==> config.mk <==
export PLATFORM = sky130hd
export DESIGN_NAME = regfile_sb
export DESIGN_NICKNAME = d
export VERILOG_FILES = /design/src/rtl/rv_pkg.sv /design/src/rtl/sb_cnt.sv /design/src/rtl/regfile_sb.sv
export SDC_FILE = /design/constraint.sdc
export NUM_CORES = 2
export LEC_CHECK = 0
export CORE_ASPECT_RATIO = 0.6
export CORE_UTILIZATION = 65
export CTS_BUF_LIST = sky130_fd_sc_hd__clkbuf_16
export DETAILED_ROUTE_END_ITERATION = 10
export DONT_BUFFER_PORTS = 1
export PLACE_DENSITY_LB_ADDON = 0.1
export SLEW_MARGIN = 20
export SYNTH_ARGS = -nofsm -noshare
export SYNTH_HDL_FRONTEND = slang
export SYNTH_SLANG_ARGS = --single-unit
export TNS_END_PERCENT = 100
==> constraint.sdc <==
create_clock -name clk -period 5.68 [get_ports clk]
set_clock_uncertainty 0.2 [all_clocks]
set_input_delay 0.852 -clock clk [delete_from_list [all_inputs] [get_ports clk]]
set_output_delay 0.852 -clock clk [all_outputs]
set_load 0.05 [all_outputs]
==> src/rtl/rv_pkg.sv <==
// rv_pkg: shared datapath constants and decode helpers for the register file and decode stage.
package rv_pkg;
  localparam int XLEN_DEF = 32;
  localparam logic [31:0] NOP = 32'h00000013;
  typedef enum logic [6:0] {
    OP_LOAD   = 7'b0000011,
    OP_OPIMM  = 7'b0010011,
    OP_STORE  = 7'b0100011,
    OP_OP     = 7'b0110011,
    OP_BRANCH = 7'b1100011
  } opcode_e;
  function automatic logic is_long(input logic [6:0] op);
    return op == OP_LOAD;
  endfunction
endpackage

==> src/rtl/sb_cnt.sv <==
// sb_cnt: per-register pending long-write counter, saturating at MAXPEND and flagging misuse.
module sb_cnt #(
  parameter int MAXPEND = 3,
  parameter int CW      = $clog2(MAXPEND + 1)
) (
  input  logic          clk,
  input  logic          reset,
  input  logic          i_inc,
  input  logic          i_dec,
  output logic [CW-1:0] o_cnt,
  output logic          o_full,
  output logic          o_err
);
  logic [CW-1:0] r_cnt;
  logic          w_inc, w_dec;
  assign o_cnt  = r_cnt;
  assign o_full = r_cnt == CW'(MAXPEND);
  assign w_inc  = i_inc & ~o_full;
  assign w_dec  = i_dec & (r_cnt != '0);
  assign o_err  = (i_inc & o_full) | (i_dec & (r_cnt == '0));
  always_ff @(posedge clk or negedge reset)
    if (!reset) r_cnt <= '0;
    else if (w_inc != w_dec) r_cnt <= w_inc ? r_cnt + 1'b1 : r_cnt - 1'b1;
endmodule

==> src/rtl/regfile_sb.sv <==
// regfile_sb: register file with write-through bypass and a pending long-write scoreboard.
module regfile_sb
  import rv_pkg::*;
#(
  parameter int XLEN    = XLEN_DEF,
  parameter int NREG    = 32,
  parameter int NRD     = 2,
  parameter int MAXPEND = 3,
  localparam int AW     = $clog2(NREG),
  localparam int CW     = $clog2(MAXPEND + 1)
) (
  input  logic              clk,
  input  logic              reset,
  input  logic [NRD*AW-1:0] rd_addr,
  input  logic [NRD-1:0]    rd_used,
  output logic [NRD*XLEN-1:0] rd_data,
  output logic [NRD-1:0]    rd_busy,
  output logic              stall,
  input  logic              iss_valid,
  input  logic [AW-1:0]     iss_rd,
  output logic              iss_full,
  input  logic              wr_en,
  input  logic              wr_long,
  input  logic [AW-1:0]     wr_addr,
  input  logic [XLEN-1:0]   wr_data,
  output logic              sb_err
);
  logic [XLEN-1:0]          r_regs [NREG];
  logic [NREG-1:0][CW-1:0]  w_cnt;
  logic [NREG-1:0]          w_full, w_err;
  logic                     r_sb_err;
  logic                     w_done;
  assign w_done   = wr_en & wr_long;
  assign iss_full = w_full[iss_rd];
  assign sb_err   = r_sb_err;
  assign stall    = |(rd_busy & rd_used);
  // x0 has no counter: it is never busy and never raises an error
  assign w_cnt[0]  = '0;
  assign w_full[0] = 1'b0;
  assign w_err[0]  = 1'b0;
  for (genvar g = 1; g < NREG; g++) begin : g_sb
    sb_cnt #(.MAXPEND(MAXPEND), .CW(CW)) u_cnt (
      .clk   (clk),
      .reset (reset),
      .i_inc (iss_valid && iss_rd == AW'(g)),
      .i_dec (w_done && wr_addr == AW'(g)),
      .o_cnt (w_cnt[g]),
      .o_full(w_full[g]),
      .o_err (w_err[g])
    );
  end
  always_ff @(posedge clk or negedge reset)
    if (!reset) r_sb_err <= 1'b0;
    else if (|w_err) r_sb_err <= 1'b1;
  always_ff @(posedge clk or negedge reset)
    if (!reset) for (int k = 0; k < NREG; k++) r_regs[k] <= '0;
    else if (wr_en && wr_addr != '0) r_regs[wr_addr] <= wr_data;
  for (genvar i = 0; i < NRD; i++) begin : g_rd
    logic [AW-1:0] w_ra;
    logic          w_byp;
    assign w_ra  = rd_addr[i*AW +: AW];
    // bypass is suppressed during reset so reads stay 0 while reset is held
    assign w_byp = reset && wr_en && wr_addr == w_ra && w_ra != '0;
    assign rd_data[i*XLEN +: XLEN] = w_byp ? wr_data : r_regs[w_ra];
    assign rd_busy[i] = w_cnt[w_ra] != '0 && !(w_cnt[w_ra] == CW'(1) && w_done && wr_addr == w_ra);
  end
endmodule

==> impl_metrics.json <==
{
  "status": "finished clean",
  "rr_worst_depth": 5,
  "layout-drive-gt1-share_pct": 46.4,
  "finalMaxSlewViolations": 0,
  "cts_root_buf": "clkbuf_16",
  "synth_edf_count": 0,
  "grtUsageTotal_pct": 38.8,
  "peakVddDrop_mv": 0.275,
  "period_needed_ns": 4.68,
  "cp_max_fo": 9,
  "total_power_mw": 22.1,
  "grt_pass1_wl_um": 268000,
  "yosys_warnings": 0,
  "hpwl_um": 98200,
  "ant_nets": 0,
  "dieArea_sq_um": 94200,
  "synth.ff_latch_count": 1087,
  "nets": 3976,
  "post-route-util_pct": 69.6,
  "regToRegStartpoint": "g_sb[26].u_cnt.o_cnt[0]",
  "tns_ns": 0,
  "synth.most_common_cell": "dfrtp_1",
  "syn-instance-count": 4208,
  "postLayoutCellArea_sq_um": 64000,
  "area.growth.synth_to_final_pct": 5.85,
  "critPathKind": "reg -> out",
  "top_layer_used": "met5",
  "synth_flop_cell": "dfrtp_1",
  "yosys-top-cells-area": "dfrtp_1 45%, mux4_2 25%, mux2_2 17%",
  "period_share_pct": 82.4,
  "synth_top_area_share_pct": 45.0,
  "maxCapViolCount": 0,
  "yosysTopAreaCell": "dfrtp_1",
  "cts_tree": "yes",
  "die_y_um": 238,
  "routed-wl-met2_um": 79600,
  "critical_path.startpoint_type": "flip-flop",
  "cts_resized": 0,
  "core_sq_um": 91900,
  "multi_input_area_sq_um": 31200,
  "syn_area_per_cell_sq_um": 14.4,
  "critical_path_arrival_ns": 3.63,
  "antenna_found_initial": 2,
  "drt_iter0_markers": 4638,
  "syn_nets": 4267,
  "cts_buffers": 102,
  "port_buffers": 0,
  "dpl.cell_count": 5037,
  "final-seq-area_sq_um": 27200,
  "path_buf_inv": 1,
  "first_pass_iters": 6,
  "hp-class": "in -> async",
  "vias": 39216,
  "powerDensity_nw_per_um2": 345,
  "overflow": 0,
  "final_cells": 5233,
  "syn_area_sq_um": 60400,
  "filler_cell_count": 5950,
  "drc": 0,
  "rows": 86,
  "clock_path_buffers": 3,
  "first_global_vias": 40339,
  "ys_seq_area_share_pct": 45.0,
  "place_congestion": 0.975,
  "r2r_slack_ns": 3.40,
  "ios": 128,
  "setup_viol": 0,
  "cts.htree.levels": 3,
  "cp.required_ns": 4.63,
  "clk_latency_ns": 0.70,
  "post_cts_buffers": 0,
  "placed_area_sq_um": 60600,
  "wirelength_um": 179000,
  "grt_max_degree": 1089,
  "slew_headroom_pct": 16.9,
  "worstPathCellList": "mux4_2 > mux2i_1 > o2111ai_1 > a31oi_1 > a211oi_2 > buf_4 > a22o_1",
  "end_kind": "primary output",
  "async_reset_ff_share_pct": 100,
  "r2r_end": "sb_err",
  "initial_utilization_pct": 65.8,
  "slowest_stage": "mux4_2",
  "tightest_slew_ns": 1.25,
  "path_clk_slew_ns": 0.08,
  "die_x_um": 396,
  "wire_per_inst_um": 34.1,
  "wl_met1_um": 72900,
  "finalHoldViolCount": 0,
  "ys_top_cells_by_count": "1087 x dfrtp_1, 930 x mux2_2, 662 x mux4_2",
  "vias_per_cell": 7.49,
  "wl_met3_um": 19900,
  "fmax_ghz": 0.214,
  "p_leak_nw": 26.8,
  "synth.distinct_cells": 65,
  "rsz0062_at_grt": "false",
  "path_delay_family": "compound AO/OA/AOI/OAI gates",
  "critPathMaxStageDelay_ns": 0.54,
  "cts_sinks": 1087
}
## layer usage
metal  up-vias  GRT usage (%)
li1      15486              -
met3       411           10.8
met4         4           13.3
met2      2307           55.4
met5         -              0
met1     21008           58.1
## worst register-to-register path: stages (launching register included)
cell and delay [ns]:
dfrtp_1 0.58, nor2_1 0.10, a21oi_1 0.22, nand3_1 0.09, a2111oi_0 0.75, nand4_1 0.18
## per-stage QoR
step	hold WS (ns)	setup slack, ns
detailed placement	0.183	1.47
finish	0.0187	0.997
global placement	0.176	1.41
CTS	-0.354	1.15
floorplan	0.241	0.863
global route	0.0441	1.07
## where the power goes
part           leakage (nW)  internal, mW  switching [mW]
registers              13.9          9.19            1.22
logic                  11.3          2.88            2.01
clock network          1.64          3.68            3.10
## cell type report
cell class / count / share of cell area (%)
timing repair buffer: 69 / 1.03
sequential: 1087 / 42.5
multi-input combinational: 2626 / 48.8
tap: 1232 / 2.41
clock buffer: 102 / 3.99
inverter: 31 / 0.190
antenna: 1 / 0.00391
clock inverter: 85 / 1.02
## flip-flops by register name, summed over array words and instances (netlist names)
register / count
r_regs: 1024
g_sb.u_cnt.o_cnt: 62
sb_err: 1
## logic make-up after synthesis
family	Yosys count	synth area share (%)
compound gates	311	2.97
flops	1087	45.0
mux	1688	43.6
simple gates	617	4.62
xor+xnor	10	0.145
buf+inv	495	3.66
## worst max-delay path by stage
stage | startpoint | end | slack [ns] | cells past startpoint
final | g_sb[25].u_cnt.o_cnt[1] | stall | 1.0 | 7
after global routing | g_sb[25].u_cnt.o_cnt[1] | stall | 1.07 | 7
after global placement | rd_addr[5] | stall | 1.41 | 7
after detailed placement | rd_addr[6] | stall | 1.47 | 7
after floorplan | rd_addr[6] | stall | 0.86 | 10
after CTS | g_sb[27].u_cnt.o_cnt[1] | stall | 1.15 | 7
## cell usage in the layout (no fill, tap or decap), types with 6 or more instances in the layout
| cell | instances |
|---|---|
| mux2_2 | 930 |
| clkinv_1 | 28 |
| bufinv_16 | 9 |
| a31oi_1 | 8 |
| a211oi_1 | 7 |
| o21ai_1 | 63 |
| nor3_1 | 55 |
| o211ai_1 | 16 |
| nand3_1 | 27 |
| nor3b_1 | 17 |
| mux2i_1 | 88 |
| buf_4 | 61 |
| o21ai_0 | 75 |
| clkbuf_16 | 102 |
| a21oi_1 | 85 |
| clkinv_2 | 20 |
| o21a_1 | 9 |
| buf_16 | 7 |
| nor2_4 | 22 |
| mux4_2 | 662 |
| mux2_1 | 8 |
| nor4_1 | 6 |
| xor2_1 | 10 |
| inv_1 | 45 |
| a22oi_1 | 8 |
| nor2_1 | 59 |
| nand2_1 | 349 |
| nor2b_1 | 8 |
| dfrtp_1 | 1087 |
| nand4_1 | 7 |
| nand3b_1 | 12 |
(Power assumes the default switching activity.)
